<file path="src/rtl/fp12_pkg.sv">
// FP12 format definitions shared by the multiplier-side blocks.
// Layout is {sign, 5-bit exponent, 6-bit fraction}, exponent bias 15.
package fp12_pkg;

    localparam int unsigned FP12_W = 12;
    localparam int unsigned EXP_W  = 5;
    localparam int unsigned FRAC_W = 6;
    localparam int unsigned BIAS   = 15;

    typedef struct packed {
        logic              sign;
        logic [EXP_W-1:0]  exp;
        logic [FRAC_W-1:0] frac;
    } fp12_t;

    localparam logic [FP12_W-1:0] FP12_ONE = 12'h3C0;

endpackage

</file>
<file path="src/rtl/rr_pick.sv">
// Combinational round-robin picker: first eligible index after the pointer wins.
module rr_pick #(
    parameter int unsigned NUM_REQ = 4,
    parameter int unsigned PTR_W   = $clog2(NUM_REQ)
) (
    input  logic [NUM_REQ-1:0] eligible,
    input  logic [PTR_W-1:0]   pointer,
    output logic [NUM_REQ-1:0] grant,
    output logic               any_grant
);

    logic [PTR_W-1:0] idx;

    // Offset NUM_REQ wraps back to the pointer itself, so it is searched last.
    always_comb begin
        grant = '0;
        idx   = '0;
        for (int unsigned off = 1; off <= NUM_REQ; off++) begin
            idx = PTR_W'((32'(pointer) + off) % NUM_REQ);
            if (grant == '0 && eligible[idx]) begin
                grant[idx] = 1'b1;
            end
        end
    end

    assign any_grant = |grant;

endmodule

</file>
<file path="src/rtl/fp12_mult_arbiter.sv">
// Shares one pipelined FP12 multiplier between NUM_REQ requesters with round-robin issue,
// one-hot tag tracking and per-requester held response registers.
module fp12_mult_arbiter
    import fp12_pkg::*;
#(
    parameter int unsigned NUM_REQ = 4,
    parameter int unsigned MUL_LAT = 1
) (
    input  logic                      clk,
    input  logic                      rst_n,
    input  logic [NUM_REQ-1:0]        req_valid,
    output logic [NUM_REQ-1:0]        req_ready,
    input  logic [FP12_W*NUM_REQ-1:0] req_a,
    input  logic [FP12_W*NUM_REQ-1:0] req_b,
    output logic [NUM_REQ-1:0]        rsp_valid,
    input  logic [NUM_REQ-1:0]        rsp_ready,
    output logic [FP12_W*NUM_REQ-1:0] rsp_data,
    output logic [FP12_W-1:0]         mul_a,
    output logic [FP12_W-1:0]         mul_b,
    output logic                      mul_valid_in,
    input  logic [FP12_W-1:0]         mul_result,
    input  logic                      mul_valid_out,
    output logic                      err_orphan
);

    localparam int unsigned PTR_W = $clog2(NUM_REQ);

    logic [NUM_REQ-1:0]        busy_q, busy_d;
    logic [NUM_REQ-1:0]        eligible, grant, consume, tag_out;
    logic                      any_grant;
    logic [PTR_W-1:0]          ptr_q, ptr_d;
    fp12_t                     issue_a_q, issue_b_q;
    logic                      issue_v_q;
    logic [FP12_W-1:0]         sel_a, sel_b;
    logic [NUM_REQ-1:0]        tag_q [MUL_LAT+1];
    logic [NUM_REQ-1:0]        rsp_valid_q, rsp_valid_d;
    logic [FP12_W*NUM_REQ-1:0] rsp_data_q, rsp_data_d;
    logic                      err_q;

    assign eligible = req_valid & ~busy_q;

    rr_pick #(
        .NUM_REQ (NUM_REQ),
        .PTR_W   (PTR_W)
    ) u_rr_pick (
        .eligible  (eligible),
        .pointer   (ptr_q),
        .grant     (grant),
        .any_grant (any_grant)
    );

    assign req_ready = grant;
    assign consume   = rsp_valid_q & rsp_ready;
    // The last tag stage lines up with mul_valid_out.
    assign tag_out   = tag_q[MUL_LAT];

    always_comb begin
        ptr_d = ptr_q;
        sel_a = '0;
        sel_b = '0;
        for (int i = 0; i < NUM_REQ; i++) begin
            if (grant[i]) begin
                ptr_d = PTR_W'(i);
                sel_a = req_a[FP12_W*i +: FP12_W];
                sel_b = req_b[FP12_W*i +: FP12_W];
            end
        end
    end

    // A requester cannot be granted and consume in the same cycle, so set/clear never collide.
    always_comb begin
        busy_d      = (busy_q | grant) & ~consume;
        rsp_valid_d = rsp_valid_q & ~consume;
        rsp_data_d  = rsp_data_q;
        if (mul_valid_out) begin
            for (int i = 0; i < NUM_REQ; i++) begin
                if (tag_out[i]) begin
                    rsp_valid_d[i]                   = 1'b1;
                    rsp_data_d[FP12_W*i +: FP12_W] = mul_result;
                end
            end
        end
    end

    always_ff @(posedge clk or negedge rst_n) begin
        if (!rst_n) begin
            ptr_q       <= PTR_W'(NUM_REQ - 1);
            busy_q      <= '0;
            issue_a_q   <= '0;
            issue_b_q   <= '0;
            issue_v_q   <= 1'b0;
            for (int k = 0; k <= MUL_LAT; k++) begin
                tag_q[k] <= '0;
            end
            rsp_valid_q <= '0;
            rsp_data_q  <= '0;
            err_q       <= 1'b0;
        end else begin
            ptr_q     <= ptr_d;
            busy_q    <= busy_d;
            issue_v_q <= any_grant;
            if (any_grant) begin
                issue_a_q <= sel_a;
                issue_b_q <= sel_b;
            end
            tag_q[0] <= grant;
            for (int k = 1; k <= MUL_LAT; k++) begin
                tag_q[k] <= tag_q[k-1];
            end
            rsp_valid_q <= rsp_valid_d;
            rsp_data_q  <= rsp_data_d;
            if (mul_valid_out && tag_out == '0) begin
                err_q <= 1'b1;
            end
        end
    end

    assign mul_a        = issue_a_q;
    assign mul_b        = issue_b_q;
    assign mul_valid_in = issue_v_q;
    assign rsp_valid    = rsp_valid_q;
    assign rsp_data     = rsp_data_q;
    assign err_orphan   = err_q;

endmodule

</file>
<file path="config.mk">
export PLATFORM = sky130hd
export DESIGN_NAME = fp12_mult_arbiter
export DESIGN_NICKNAME = d
export VERILOG_FILES = /design/src/rtl/fp12_pkg.sv /design/src/rtl/rr_pick.sv /design/src/rtl/fp12_mult_arbiter.sv
export SDC_FILE = /design/constraint.sdc
export NUM_CORES = 1
export LEC_CHECK = 0
export CAP_MARGIN = 10
export CORE_ASPECT_RATIO = 1.75
export CORE_MARGIN = 4
export CORE_UTILIZATION = 43
export DETAILED_ROUTE_END_ITERATION = 6
export PLACE_DENSITY = 0.84
export SETUP_SLACK_MARGIN = 0.05
export SLEW_MARGIN = 30
export SYNTH_ARGS = -nofsm -noshare
export SYNTH_HDL_FRONTEND = slang
export SYNTH_SLANG_ARGS = --single-unit
export TNS_END_PERCENT = 20
</file>
<file path="constraint.sdc">
create_clock -name clk -period 4.5 [get_ports clk]
set_input_delay 0.675 -clock clk [delete_from_list [all_inputs] [get_ports clk]]
set_output_delay 0.675 -clock clk [all_outputs]
set_load 0.03 [all_outputs]
</file>
# --- Word-level counts from Yosys, hierarchy flattened ---
# Cells that the tools add are included.
# W data, S select, Z words.
word_totals:
  in_bits: 119
  ff_bits: 92
  output_inout_bits: 82
  wordCells: 94
op_classes:
  bitwise: 10
  reduce_logical: 18
  add_sub_neg: 4
  magnitude_cmp: 8
  muxes: 37
op_table:
  columns: ["op", "count"]
  rows:
  - ["$mux W12", 8]
  - ["$mux W4", 5]
  - ["$and A4 B4 Y4", 4]
  - ["$logic_not A4 Y1", 4]
  - ["$or A4 B4 Y4", 4]
  - ["$lt A2 B3 Y1 const B", 4]
  - ["$mux W1", 12]
  - ["$bmux W1 S2", 4]
  - ["$demux W1 S2", 4]
  - ["$ge A2 B1 Y1 const B", 4]
  - ["$logic_and A1 B1 Y1", 8]
  - ["$mux W2", 4]
  - ["$not A4 Y4", 2]
  - ["$reduce_and A2 Y1", 4]
  - ["$add A2 B1 Y2 const B", 2]
  - ["$add A2 B2 Y2 const B", 2]
  - ["$reduce_bool A4 Y1", 1]
  - ["$reduce_or A4 Y1", 1]

# --- Longest topological paths before layout ---
# Gate-level depths: netlist of run 1.
depth:
  ltp_word: 19
  mapped_depth: 14

# --- By module ---
# Synthesis of run 1 repeated with hierarchy kept, for this count alone.
unflattened:
  cells_unflattened: 394
  area_unflattened_um2: 4583.1
modules_own_cells:
  columns: ["mod", "area_each_um2", "n_inst", "cells_per_inst"]
  rows:
  - ["fp12_mult_arbiter", 4090.2, 1, 343]
  - ["rr_pick", 493.0, 1, 51]

# --- Worst setup path after synthesis of run 1 ---
# OpenSTA, ideal clock, no wires.
synth_path:
  path_type: "register -> output"
  startpoint: "reg ptr_q[0]"
  endpoint: "out req_ready[3]"
  path_stages_with_launch: 13
  t_required_ps: 3825
  arrival_ps: 3121
  slack_ps: 704
  cell_sequence: "dfstp_2 buf_6 inv_2 ha_1 and4b_1 or4_4 buf_6 a21boi_2 o2111a_2 nor2_1 a311oi_4 inv_2 buf_6"
synth_via:
  elab_chain_cells: 15
synth_rtl:
  columns: ["element", "line_no", "text"]
  rows:
  - ["start, declared", "fp12_mult_arbiter.sv:31", "logic [PTR_W-1:0] ptr_q, ptr_d;"]
  - ["start signal, assigned", "fp12_mult_arbiter.sv:87", "ptr_q <= PTR_W'(NUM_REQ - 1);"]
  - ["start signal, assigned", "fp12_mult_arbiter.sv:99", "ptr_q <= ptr_d;"]
  - ["$add A2 B1 Y2", "rr_pick.sv:19", "idx = PTR_W'((32'(pointer) + off) % NUM_REQ);"]
  - ["$lt A2 B3 Y1 (not written as such) / $ge A2 B1 Y1 (equally long branches)", "rr_pick.sv:21", "grant[idx] = 1'b1;"]
  - ["$logic_and A1 B1 Y1 (not written as such)", "rr_pick.sv:21", null]
  - ["$mux W1 (not written as such)", "rr_pick.sv:21", null]
  - ["$demux W1 S2", null, null]
  - ["$mux W4", "rr_pick.sv:20", "if (grant == '0 && eligible[idx]) begin"]
  - ["$logic_not A4 Y1", "rr_pick.sv:20", null]
  - ["$logic_and A1 B1 Y1", "rr_pick.sv:20", null]
  - ["$mux W4", "rr_pick.sv:20", null]
  - ["$logic_not A4 Y1", "rr_pick.sv:20", null]
  - ["$logic_and A1 B1 Y1", "rr_pick.sv:20", null]
  - ["$mux W4", "rr_pick.sv:20", null]
  - ["$logic_not A4 Y1", "rr_pick.sv:20", null]
  - ["$logic_and A1 B1 Y1", "rr_pick.sv:20", null]
  - ["$mux W4 *", "rr_pick.sv:20", null]
  - ["end, declared", "fp12_mult_arbiter.sv:12", "output logic [NUM_REQ-1:0] req_ready,"]
# Every way passes the cells marked *; elsewhere a longest branch is shown, timed or not. The select of a mux whose other input is x is not followed.

# --- Worst setup path in the final report of run 1 ---
layout_path:
  startpoint: "reg ptr_q[1]"
  endpoint: "out req_ready[3]"
# Same word-level chain as after synthesis.

==> results.sh, run 1 <==
export IMPL_status="finished clean"
export IMPL_cts_root_buf="clkbuf_16"
export IMPL_skew_ns=0.007037
export IMPL_viasPerCell=5.505
export IMPL_synthMuxAreaShare_pct=13.58
export IMPL_drive_gt1_share_pct=16.49
export IMPL_yosys_area_top_type="dfrtp_1"
export IMPL_synth_top_area_share_pct=47.00
export IMPL_synthArstFlopShare_pct=100.0
export IMPL_clock_latency_ns=0.34
export IMPL_yosysMostFrequentCell="dfrtp_1"
export IMPL_r2r_cells=10
export IMPL_fin_crit_ns=4.282
export IMPL_sw_frac_of_total_pct=46.75
export IMPL_antenna_found_initial=0
export IMPL_rr_startpoint="ptr_q[1]"
export IMPL_setup_violations_final=0
export IMPL_first_iter_violations=212
export IMPL_postSynthAreaPerCell_sq_um=10.87
export IMPL_overflow=0
export IMPL_layout_nets=763
export IMPL_synth_nets=566
export IMPL_power_internal_w=0.003673
export IMPL_crit_fanout=10
export IMPL_final_hold_viol_count=0
export IMPL_start_util_pct=44.28
export IMPL_ys_types=56
export IMPL_via_count=4255
export IMPL_fmax_mhz=233.5
export IMPL_clkPwrFrac_pct=11.8
export IMPL_synth_top_family_by_area="compound AO/OA/AOI/OAI gates"
export IMPL_hold_class="reg2reg"
export IMPL_slew_viol_final=0
export IMPL_pwr_share_seq_pct=22.0
export IMPL_worstSetupPathType="reg2out"
export IMPL_slew_headroom_pct=49.23
export IMPL_cp_arrival_ns=3.61
export IMPL_grt_max_degree=62
export IMPL_io_pin_count=201
export IMPL_synthSimpleGateAreaFrac_pct=14.07
export IMPL_crit_chain="inv_1, ha_4, and4bb_4, or4_4, a21boi_2, o2111a_2, nor2_1, a311oi_4, inv_2, dlygate4sd2_1"
export IMPL_ctsHtreeMaxLevel=3
export IMPL_core_area_sq_um=10820
export IMPL_drc=0
export IMPL_p_comb_share_pct=66.1
export IMPL_die_y_um=147.7
export IMPL_grt_pass1_wl_um=23650
export IMPL_gp_congestion=0.8796
export IMPL_syn_to_final_growth_pct=51.33
export IMPL_tightest_slew_ns=0.7616
export IMPL_power_density_nw_per_um2=951.1
export IMPL_r2r_end="mul_a[2]"
export IMPL_cp_start_kind="flip-flop"
export IMPL_synthTopCellsByArea="dfrtp_1, mux2_2, a32oi_1, o21ai_0, and3_1"
export IMPL_hpwl_um=11500
export IMPL_worst_r2r_setup_slack_ns=0.66
export IMPL_track_usage_pct=23.39
export IMPL_synth_compound_area_share_pct=16.16
export IMPL_cts_buffer_depth=2
export IMPL_drv_cap=0
export IMPL_path_clk_slew_ns=0.06
export IMPL_yosys_warnings=0
export IMPL_firstDrtPassIters=5
export IMPL_critPathSlowestCell="or4_4"
export IMPL_synth_commonest_cells="dfrtp_1, mux2_2, inv_1"
export IMPL_synth_edff_count=0
export IMPL_die_w_um=87.80
export IMPL_cellLeakagePower_nw=3.072
export IMPL_grt_setup_unrepaired="false"
export IMPL_cts_buffers=9
export IMPL_hold_buffers=0
export IMPL_synthCells=441
export IMPL_hold_depth=0
export IMPL_crit_path_end_kind="output pin"
export IMPL_synthFlopType="dfrtp_1"
export IMPL_synthXorXnorAreaFrac_pct=0
export IMPL_die_area_sq_um=12960
export IMPL_drt_total_wl_um=14750
export IMPL_fin_crit_sh_pct=95.17
export IMPL_numPortBuffers=200
export IMPL_setup_tns_final_ns=0
export IMPL_max_vdd_ir_drop_mv=0.6086
export IMPL_wl_per_cell_um=19.08
export IMPL_worstHoldEndpoint="tag_out[0]"
export IMPL_min_from="tag_q[4]"
export IMPL_synth_cell_area_sq_um=4792
export IMPL_yosys_area_share_adder_pct=1.567
export IMPL_max_stage_delay_ns=0.63
export IMPL_p_switching_w=0.003224
export IMPL_clock_sinks=92
export IMPL_cts_tree="done"
export IMPL_place_area_sq_um=6889
export IMPL_ys_seq_area_share_pct=48.09
export IMPL_antenna_diode_count=0
export IMPL_ant_nets=0
export IMPL_fin_area_sq_um=7252
export IMPL_worstPathRequired_ns=3.83
export IMPL_rows=50
export IMPL_yosys_register_bits=92
export IMPL_first_global_vias=4658
power groups by stage:
stage | Combinational, W | Clock, W | Sequential, W
after detailed placement | 0.00454 | 0 | 0.00153
after floorplan | 0.00236 | 0 | 0.00218
after global routing | 0.00496 | 0.000872 | 0.00157
after global placement | 0.00444 | 0 | 0.00151
after CTS | 0.00454 | 0.000833 | 0.00152
final | 0.00456 | 0.000817 | 0.00152
per-layer routing:
layer | vias up | part of all wire, % | track usage (%)
met5 | - | 0 | 0
met1 | 2007 | 35 | 24.69
li1 | 1960 | - | -
met3 | 38 | 9.5 | 6.972
met4 | 0 | 3.1 | 8.756
met2 | 250 | 53 | 42.48
through the flow:
| step | hold slack (ns) | utilization, % | instances | power, W | worst slack (ns) |
|---|---|---|---|---|---|
| 2_1_floorplan | 0.3312 | - | 441 | 0.004543 | 0.7040 |
| 3_3_place_gp | 0.3349 | 63.65 | 755 | 0.005950 | 0.06961 |
| 3_5_place_dp | 0.3410 | 63.65 | 755 | 0.006066 | 0.06746 |
| 4_1_cts | 0.3559 | 66.79 | 773 | 0.006894 | 0.1011 |
| 5_1_grt | 0.3588 | 67.01 | 773 | 0.007402 | 0.07506 |
| 6_report | 0.3523 | 67.01 | 773 | 0.006897 | 0.2175 |
sequential cells by signal, summed over array words and instances (netlist names), 2 cells and up:
name       flops
tag_out        4
ptr_q          2
tag_q          4
rsp_valid      4
mul_b         12
busy_q         4
mul_a         12
rsp_data      48
timing repair:
action,CTS,global route
pin swaps,1,0
endpoints found under the setup margin,2,2
setup buffers,2,0
gates resized for setup,2,7
critical path, delay by kind of cell, from the launching register on:
family / cells / cell delay [ns]
buffers and inverters: 3 / 0.59
adders and majority gates: 1 / 0.35
and+or+nand+nor: 3 / 0.92
AOI/OAI and AO/OA: 3 / 0.82
DFF: 1 / 0.58
area by class of cell:
| cell class | count | area (sq um) |
|---|---|---|
| clock buffers | 12 | 246.5 |
| multi-input cells | 285 | 2231 |
| fillers | 859 | 3571 |
| clock inverters | 4 | 80.08 |
| flip-flops and latches | 92 | 2305 |
| inverters | 37 | 138.9 |
| repair buffers | 213 | 2088 |
| well taps | 130 | 162.7 |
cells in the final DEF (no fill, tap or decap), types with 8 or more instances in the layout:
master	Yosys	routed
o21ai_1	25	24
a32oi_1	23	23
clkbuf_16	0	9
nand2_1	34	33
buf_4	6	15
and3_1	25	25
mux2_2	48	48
clkdlybuf4s50_1	0	196
dfrtp_1	90	90
nor2_1	9	9
a21oi_1	8	8
inv_1	35	35
nor2b_1	23	23
o21ai_0	32	32
cells by family (layout without fill, tap and decap cells):
| logic type | Yosys count | in the layout |
|---|---|---|
| buffers and inverters | 64 | 266 |
| AND/OR/NAND/NOR | 116 | 116 |
| flip-flops | 92 | 92 |
| adder cells (fa/ha/maj) | 6 | 6 |
| AO/OA/AOI/OAI | 109 | 109 |
| multiplexers | 54 | 54 |
how the worst max path moves through the flow:
stage | to | slack [ns] | startpoint
final | req_ready[3] | 0.22 | ptr_q[1]
after global routing | req_ready[3] | 0.08 | ptr_q[1]
after CTS | req_ready[2] | 0.10 | ptr_q[1]
after detailed placement | req_ready[2] | 0.07 | req_valid[1]
after global placement | req_ready[2] | 0.07 | req_valid[1]
after floorplan | req_ready[3] | 0.70 | ptr_q[0]
No activity file was read; power rests on OpenSTA's default activity.
==> inputs of run 2 (changes only) <==
Settings changed: CTS_BUF_LIST set to sky130_fd_sc_hd__clkbuf_16, GPL_ROUTABILITY_DRIVEN set to 0.
==> results.sh, run 2 (synthesis results as in run 1) <==
export IMPL_status="finished clean"
export IMPL_crit_cells=10
export IMPL_grt_setup_unrepaired="true"
export IMPL_worstPathRequired_ns=3.83
export IMPL_fmax_mhz=232.0
export IMPL_max_vdd_ir_drop_mv=0.6908
export IMPL_grt_pass1_wl_um=22950
export IMPL_cts_root_buf="clkbuf_16"
export IMPL_hold_class="reg2reg"
export IMPL_drt_total_wl_um=14490
export IMPL_path_delay_family="simple AND/OR/NAND/NOR gates"
export IMPL_wl_per_cell_um=18.72
export IMPL_via_count=4352
export IMPL_tightest_slew_ns=0.7701
export IMPL_skew_ns=0.004649
export IMPL_numPortBuffers=200
export IMPL_slew_viol_final=0
export IMPL_hpwl_um=11250
export IMPL_fin_area_sq_um=7189
export IMPL_final_hold_viol_count=0
export IMPL_grt_busiest_layer="met2"
export IMPL_first_iter_violations=202
export IMPL_layout_nets=764
export IMPL_setup_tns_final_ns=0
export IMPL_drive_gt1_share_pct=16.15
export IMPL_viasPerCell=5.623
export IMPL_clock_sinks=92
export IMPL_max_stage_delay_ns=0.63
export IMPL_firstDrtPassIters=5
export IMPL_clock_latency_ns=0.33
export IMPL_fin_crit_sh_pct=95.78
export IMPL_hold_depth=0
export IMPL_slew_headroom_pct=48.66
export IMPL_cp_start_kind="flip-flop"
export IMPL_drc=0
export IMPL_path_clk_slew_ns=0.06
export IMPL_grtUsageMet3_pct=7.864
export IMPL_overflow=0
export IMPL_fin_crit_ns=4.310
export IMPL_io_pin_count=201
export IMPL_cellLeakagePower_nw=3.041
export IMPL_die_w_um=87.80
export IMPL_crit_path_end_kind="output pin"
export IMPL_worstSetupPathType="reg2out"
export IMPL_die_y_um=147.7
export IMPL_grt_max_degree=63
export IMPL_core_area_sq_um=10820
export IMPL_cts_tree="done"
export IMPL_drv_cap=0
export IMPL_first_global_vias=4649
export IMPL_syn_to_final_growth_pct=50.03
export IMPL_r2r_cells=10
export IMPL_cp_arrival_ns=3.63
export IMPL_antenna_diode_count=0
export IMPL_power_density_nw_per_um2=937.0
export IMPL_cts_buffer_depth=2
export IMPL_mostFrequentLayoutCells="clkdlybuf4s50_1, dfrtp_1, mux2_2"
export IMPL_crit_fanout=10
export IMPL_antenna_found_initial=0
export IMPL_critPathSlowestCell="or4_4"
export IMPL_setup_violations_final=0
export IMPL_crit_chain="inv_1, ha_4, and4bb_4, or4_4, a21boi_2, o2111a_2, nor2_1, a311oi_4, inv_2, dlygate4sd2_1"
export IMPL_ant_nets=0
export IMPL_place_area_sq_um=6867
export IMPL_rows=50
export IMPL_worst_path_buf_inv=3
export IMPL_met2_usage_pct=39.01
export IMPL_ctsHtreeMaxLevel=3
export IMPL_start_util_pct=44.28
export IMPL_use_met1_pct=24.79
export IMPL_largest_reg_flops=48
export IMPL_track_usage_pct=22.64
export IMPL_die_area_sq_um=12960
export IMPL_cts_buffers=9
export IMPL_mostFrequentLayoutCell="clkdlybuf4s50_1"
[run 2: cell types whose count changed in the layout (fill, tap and decap cells not counted), moves of 2 or more]
cell / before / now
clkbuf_1: 2 / 0
clkinvlp_4: 0 / 3
bufinv_16: 2 / 0
inv_1: 35 / 38
[run 2: final cells by class]
class,instances,area [sq um]
Clock inverter,7,37.54
Multi-Input combinational cell,285,2218
Timing Repair Buffer,214,2102
Clock buffer,9,225.2
Inverter,37,138.9
Fill cell,853,3633
Sequential cell,92,2305
Tap cell,130,162.7
[run 2: worst reg2reg max path, stage by stage (launching register included)]
cell and delay, ns:
dfstp_2 0.58, inv_1 0.17, ha_4 0.34, and4bb_4 0.21, or4_4 0.63, a22oi_1 0.40
nand2b_1 0.18, a2111oi_4 0.53, buf_4 0.32, o21ai_0 0.13, a32oi_1 0.20
[run 2: report_power, final]
part	total (W)	internal (W)	switching [W]
registers	0.00154	0.00129	0.000247
clock network	0.000654	0.000366	0.000288
logic	0.00455	0.00188	0.00266
[run 2: path summary, 6_finish.rpt]
check	from	endpoint	slack, ns
worst max-delay path	ptr_q[1]	req_ready[3]	0.19
worst min-delay path	tag_q[5]	tag_out[1]	0.34
worst max register to register	ptr_q[1]	mul_a[10]	0.73
worst min register to register	tag_q[5]	tag_out[1]	0.34
max in group asynchronous	rst_n	ptr_q[1]	3.15
min in group asynchronous	rst_n	rsp_data[46]	0.43
[run 2: timing repair]
item                                    in CTS  in global routing
resized for setup                            4                  2
cloned                                       0                  0
endpoints found under the setup margin       2                  3
buffers inserted                             1                  5
pin swaps                                    1                  1
hold buffers                                 0                  0
hold endpoints to repair                     0                  0
[run 2: metrics by stage]
| step | total power [W] | setup WS, ns | util [%] | hold slack [ns] | cells |
|---|---|---|---|---|---|
| 2_1_floorplan | 0.004543 | 0.7040 | - | 0.3312 | 441 |
| 3_3_place_gp | 0.005873 | 0.2611 | 63.45 | 0.3329 | 752 |
| 3_5_place_dp | 0.006023 | 0.07603 | 63.45 | 0.3347 | 752 |
| 4_1_cts | 0.006689 | 0.03913 | 65.94 | 0.3446 | 769 |
| 5_1_grt | 0.007198 | 0.03048 | 66.43 | 0.3457 | 774 |
| 6_report | 0.006736 | 0.1900 | 66.43 | 0.3447 | 774 |
[run 2: layer usage]
| layer | part of all wire (%) | wire [um] |
|---|---|---|
| met5 | 0 | 0 |
| met4 | 3.2 | 459 |
| met1 | 35 | 5105 |
| met3 | 11 | 1605 |
| met2 | 51 | 7318 |
